--- src/rtl/vga_text_pkg.sv ---
// Shared constants and FSM state type for the VGA text-mode line fetcher.
package vga_text_pkg;

  localparam int COLS  = 80;
  localparam int ROWS  = 60;
  localparam int VLAST = 524;

  localparam logic [7:0] SPACE_CHAR = 8'h20;

  typedef enum logic [1:0] {
    ST_IDLE  = 2'd0,
    ST_FETCH = 2'd1,
    ST_FLUSH = 2'd2,
    ST_READY = 2'd3
  } fetch_state_e;

endpackage

--- src/rtl/line_buffer_2x.sv ---
// Double-buffered character line store: the fetcher writes one bank while the
// display reads the other. Contents survive reset.
module line_buffer_2x #(
  parameter int COLS = vga_text_pkg::COLS
) (
  input  logic       clk,
  input  logic       wr_en_i,
  input  logic       wr_bank_i,
  input  logic [6:0] wr_addr_i,
  input  logic [7:0] wr_data_i,
  input  logic       rd_bank_i,
  input  logic [6:0] rd_addr_i,
  output logic [7:0] rd_data_o
);
  import vga_text_pkg::*;

  localparam logic [6:0] COLS_W = 7'(COLS);

  logic [7:0] bank0_q [COLS];
  logic [7:0] bank1_q [COLS];

  always_ff @(posedge clk) begin
    if (wr_en_i && (wr_addr_i < COLS_W)) begin
      if (wr_bank_i) begin
        bank1_q[wr_addr_i] <= wr_data_i;
      end else begin
        bank0_q[wr_addr_i] <= wr_data_i;
      end
    end
  end

  // Columns past the end of the row read as blank so the display margin is clean.
  always_comb begin
    rd_data_o = SPACE_CHAR;
    if (rd_addr_i < COLS_W) begin
      rd_data_o = rd_bank_i ? bank1_q[rd_addr_i] : bank0_q[rd_addr_i];
    end
  end

endmodule

--- src/rtl/vga_text_fetch_ctrl.sv ---
// Prefetches one text row per 8 scanlines from the shared data memory into the
// back line buffer and swaps buffers at the first scanline of each character row.
module vga_text_fetch_ctrl #(
  parameter int COLS  = vga_text_pkg::COLS,
  parameter int ROWS  = vga_text_pkg::ROWS,
  parameter int VLAST = vga_text_pkg::VLAST
) (
  input  logic                       clk,
  input  logic                       rst_n,
  input  logic                       line_start,
  input  logic [9:0]                 posy,
  input  logic                       cpu_req,
  input  logic                       cpu_we,
  input  logic [12:0]                cpu_addr,
  input  logic [7:0]                 cpu_wd,
  output logic                       cpu_gnt,
  output logic [7:0]                 cpu_rd,
  output logic                       cpu_rvalid,
  output logic [12:0]                mem_addr,
  output logic                       mem_we,
  output logic [7:0]                 mem_wd,
  input  logic [7:0]                 mem_rd,
  input  logic [6:0]                 disp_col,
  output logic [7:0]                 disp_char,
  output logic                       overrun,
  output vga_text_pkg::fetch_state_e dbg_state
);
  import vga_text_pkg::*;

  localparam logic [6:0] LAST_COL = 7'(COLS - 1);

  fetch_state_e state_q;
  logic [6:0]   col_q;
  logic [12:0]  base_q;
  logic         front_q;
  logic         overrun_q;
  logic [6:0]   fill_col_q;
  logic         fill_we_q;
  logic         rvalid_q;

  logic [9:0]   posy_inc;
  logic [6:0]   tgt_row;
  logic         pref_hit;
  logic         prefetch_trig;
  logic         swap_trig;

  // Row after the last visible scanline is row 0 of the next frame.
  always_comb begin
    posy_inc      = posy + 10'd1;
    tgt_row       = (posy == 10'(VLAST)) ? 7'd0 : posy_inc[9:3];
    pref_hit      = ((posy[2:0] == 3'd7) && (posy < 10'd479)) || (posy == 10'(VLAST));
    prefetch_trig = line_start && pref_hit && (tgt_row < 7'(ROWS));
    swap_trig     = line_start && (posy[2:0] == 3'd0) && (posy < 10'd480);
  end

  always_ff @(posedge clk or negedge rst_n) begin
    if (!rst_n) begin
      state_q    <= ST_IDLE;
      col_q      <= 7'd0;
      base_q     <= 13'd0;
      front_q    <= 1'b0;
      overrun_q  <= 1'b0;
      fill_col_q <= 7'd0;
      fill_we_q  <= 1'b0;
      rvalid_q   <= 1'b0;
    end else begin
      // Memory data lags the address by one cycle, so the write column lags too.
      fill_we_q  <= (state_q == ST_FETCH);
      fill_col_q <= col_q;
      rvalid_q   <= cpu_gnt && !cpu_we;

      if (swap_trig && (state_q != ST_READY)) begin
        overrun_q <= 1'b1;
      end

      case (state_q)
        ST_IDLE: begin
          if (prefetch_trig) begin
            state_q <= ST_FETCH;
            col_q   <= 7'd0;
            base_q  <= 13'(int'(tgt_row) * COLS);
          end
        end
        ST_FETCH: begin
          if (col_q == LAST_COL) begin
            state_q <= ST_FLUSH;
            col_q   <= 7'd0;
          end else begin
            col_q <= col_q + 7'd1;
          end
        end
        ST_FLUSH: begin
          state_q <= ST_READY;
        end
        ST_READY: begin
          if (swap_trig) begin
            front_q <= ~front_q;
            state_q <= ST_IDLE;
          end
        end
        default: state_q <= ST_IDLE;
      endcase
    end
  end

  // CPU port handshake: cpu_gnt is a same-cycle combinational answer to cpu_req;
  // a request is consumed only in a cycle where cpu_req && cpu_gnt, and a granted
  // read returns cpu_rd with cpu_rvalid high on the following cycle.
  always_comb begin
    cpu_gnt  = rst_n && cpu_req && (state_q != ST_FETCH);
    mem_addr = 13'd0;
    mem_we   = 1'b0;
    mem_wd   = 8'h00;
    if (state_q == ST_FETCH) begin
      mem_addr = base_q + 13'(col_q);
    end else if (cpu_gnt) begin
      mem_addr = cpu_addr;
      mem_we   = cpu_we;
      mem_wd   = cpu_wd;
    end
  end

  assign cpu_rd     = mem_rd;
  assign cpu_rvalid = rvalid_q;
  assign overrun    = overrun_q;
  assign dbg_state  = state_q;

  line_buffer_2x #(
    .COLS (COLS)
  ) u_line_buf (
    .clk       (clk),
    .wr_en_i   (fill_we_q),
    .wr_bank_i (~front_q),
    .wr_addr_i (fill_col_q),
    .wr_data_i (mem_rd),
    .rd_bank_i (front_q),
    .rd_addr_i (disp_col),
    .rd_data_o (disp_char)
  );

endmodule

--- config.mk ---
export PLATFORM = sky130hd
export DESIGN_NAME = vga_text_fetch_ctrl
export DESIGN_NICKNAME = d
export VERILOG_FILES = /design/src/rtl/vga_text_pkg.sv /design/src/rtl/line_buffer_2x.sv /design/src/rtl/vga_text_fetch_ctrl.sv
export SDC_FILE = /design/constraint.sdc
export NUM_CORES = 1
export LEC_CHECK = 0
export CORE_UTILIZATION = 47
export DETAILED_ROUTE_END_ITERATION = 10
export HOLD_SLACK_MARGIN = 0.1
export SKIP_CTS_REPAIR_TIMING = 1
export SYNTH_ARGS = -nofsm -noshare
export SYNTH_HDL_FRONTEND = slang
export SYNTH_SLANG_ARGS = --single-unit
--- constraint.sdc ---
create_clock -name clk -period 3.35 [get_ports clk]
set_input_delay 0.67 -clock clk [delete_from_list [all_inputs] [get_ports clk]]
set_output_delay 0.67 -clock clk [all_outputs]
set_load 0.02 [all_outputs]
==> results_dict.tcl <==
set metrics [dict create \
    initial_core_util_pct 47.5 \
    synth-seq-area-share_pct 75.4 \
    n_fill_cell 8137 \
    end_kind "primary output" \
    netlist_instances 2525 \
    ys_ff_latch 1309 \
    rr_worst_depth 7 \
    violations "negative setup slack" \
    first_global_vias 27600 \
    synth_compound_area_share_pct 2.92 \
    p_leak_nw 21.1 \
    cp.required_ns 2.68 \
    drive_gt1_share_pct 34.9 \
    synth_area_per_cell_um2 20.6 \
    post-route-min-period_ns 3.71 \
    root_buffer "clkbuf_16" \
    clockBufferDepth 3 \
    area_growth_pct 21.7 \
    r2r-start "fill_col_q[4]$_DFF_PN0_" \
    hold_path_class "in -> reg" \
    clock_sinks 1309 \
    crit_path_end "disp_char[7]" \
    synthFlopType "edfxtp_1" \
    drt_iter0_drc 2796 \
    yosys-mux-area-fraction_pct 16.0 \
    drt-pass1-iter-count 5 \
    post-route-period-util_pct 111 \
    viasPerCell 5.81 \
    track_usage_pct 23.1 \
    syn-cell-area_um2 52000 \
    hold_violations 0 \
    setup_viol 8 \
    io_pins 94 \
    clkLatencyLatePin_ns 0.74 \
    ys_types 53 \
    die_height_um 335 \
    startpoint_type "input pin" \
    arrival_ns 3.04 \
    core_um2 109000 \
    worst_slew_pin_slew_ns 1.16 \
    utilization_pct 57.9 \
    place_congestion 0.902 \
    nNetsFinal 3152 \
    power.density_nw_per_um2 573 \
    grt_antenna_before_repair 0 \
    synthAdderAreaFrac_pct 0.510 \
    worstSetupPathType "in -> out" \
    peakVddDrop_uv 440 \
    port_buffers 93 \
    r2r-end "u_line_buf.bank1_q[46][6]$_DFFE_PP_" \
    cts_buffers 136 \
    critPathMaxFanout 14 \
    ant_nets 0 \
    overflow 0 \
    wl_per_cell_um 28.2 \
    holdWs_ns 0.311 \
    drv_cap 0 \
    startpoint "disp_col[0]" \
    dr_total_vias 27100 \
    grt_max_degree 161 \
    rows 121 \
    fin_skew_ns 0.0308 \
    slew_headroom_pct 22.9 \
    rrSetupSlack_ns 0.64 \
    status "finished with violations" \
    final_max_slew_viol_count 0 \
    yosysWarnings 0 \
    async_flop_share_pct 2.22 \
    htreeDepth 4 \
    die_width_um 335 \
    synth_top_family_by_area "multiplexers" \
    rsz0062_at_grt "yes" \
    fin_ws_ns -0.357 \
    dp_hpwl_um 82200 \
    synth-simple-area-share_pct 2.92 \
    finalWirelength_um 131000 \
    synth_edf_count 1280 \
    syn-num-nets 2596 \
    die_area_um2 112000 \
    cts_tree "yes" \
    clk_pin_slew_ns 0.06 \
    grt_pass1_wl_um 187000 \
    clock.fmax_mhz 270 \
    drc 0 \
    synth-xor-area-share_pct 0.320 \
]
==> logic make-up (layout without fill, tap and decap cells) <==
family / count (synthesis) / count (layout)
flip-flops: 1309 / 1309
buffers and inverters: 163 / 816
multiplexers: 440 / 440
AND/OR/NAND/NOR: 351 / 351
other: 0 / 1
XOR/XNOR: 19 / 19
AO/OA/AOI/OAI: 223 / 223
adder cells (fa/ha/maj): 20 / 20
==> state kept, by name (all words and copies together) (netlist names), 2 cells and up <==
signal              flops
u_line_buf.bank1_q    640
fill_col_q              7
base_q                  9
col_q                   7
u_line_buf.bank0_q    640
dbg_state               2
==> layout make-up <==
class | count | area (µm²) | area share, %
clock buffers | 172 | 3570 | 5.64
well taps | 1476 | 1850 | 2.92
repair buffers | 566 | 5410 | 8.55
diodes | 1 | 2.50 | 0.00396
inverters | 15 | 56.3 | 0.0890
multi-input cells | 1053 | 12500 | 19.8
clock inverters | 63 | 679 | 1.07
flip-flops and latches | 1309 | 39200 | 61.9
==> worst max-delay path, cell delays in order <==
cell and delay [ns]:
buf_16 0.12, buf_4 0.14, clkbuf_16 0.14, buf_4 0.13, clkbuf_16 0.21, mux4_2 0.52
mux4_2 0.54, o21ai_0 0.23, o22ai_2 0.13, buf_4 0.17
==> cells in the mapped netlist, drive strengths merged, types with 15 or more instances <==
cell,instances,area share (%)
nor2b,15,0.18
nor2,180,1.3
nor3,16,0.15
mux4,303,13
a31oi,15,0.18
clkbuf,50,0.36
nand3,18,0.17
a21oi,24,0.23
inv,15,0.11
buf,98,1.5
a22oi,63,0.91
dfrtp,29,1.4
edfxtp,1280,74
mux2,49,1.1
ha,18,0.43
o21ai,52,0.50
nand2,80,0.58
mux2i,88,1.7
==> per-stage QoR <==
step | worst slack (ns) | cells | TNS (ns) | area (µm²) | power, mW
3_5_place_dp | -1.05 | 4358 | -6.58 | 57400 | 21.8
2_1_floorplan | 0.204 | 2525 | 0 | 52000 | 20.2
4_1_cts | -1.07 | 4593 | -9.86 | 61600 | 36.2
6_report | -0.357 | 4655 | -2.56 | 63200 | 36.3
5_1_grt | -0.403 | 4654 | -2.93 | 63200 | 37.3
3_3_place_gp | -1.05 | 4358 | -6.62 | 57400 | 21.7
==> where the power goes <==
part	internal (mW)	switching, mW
clock	8.47	6.09
sequential	18.2	0.178
combinational	1.42	1.94
total	28.1	8.20
==> routing by layer <==
layer	vias to the layer above	global-route usage, %	routed length (µm)
met5	-	0	0
met2	1043	37.9	64600
met3	177	4.50	9350
li1	11600	-	-
met4	0	5.95	2860
met1	14300	32.0	54400
==> worst min-delay path by stage <==
stage	from	endpoint	slack, ns	depth (start not counted)
2_1_floorplan	rst_n	base_q[10]$_DFFE_PN0P_	0.37	0
3_3_place_gp	base_q[4]$_DFFE_PN0P_	base_q[4]$_DFFE_PN0P_	0.49	1
3_5_place_dp	overrun$_DFFE_PN0P_	overrun$_DFFE_PN0P_	0.48	1
4_1_cts	mem_rd[6]	u_line_buf.bank1_q[34][6]$_DFFE_PP_	0.27	1
5_1_grt	mem_rd[6]	u_line_buf.bank1_q[35][6]$_DFFE_PP_	0.27	1
6_report	mem_rd[6]	u_line_buf.bank1_q[34][6]$_DFFE_PP_	0.31	1
==> placed cells by master (no fill, tap or decap), types with 24 or more instances in the layout <==
cell type,instances
mux2_2,43
clkbuf_16,146
nor2_1,178
clkbuf_1,34
edfxtp_1,1280
a22oi_1,58
buf_4,410
dfrtp_1,28
clkdlybuf4s50_1,58
buf_12,37
mux2i_1,86
o21ai_0,31
nand2_1,79
buf_6,24
mux4_2,292
(Power assumes the default switching activity.)
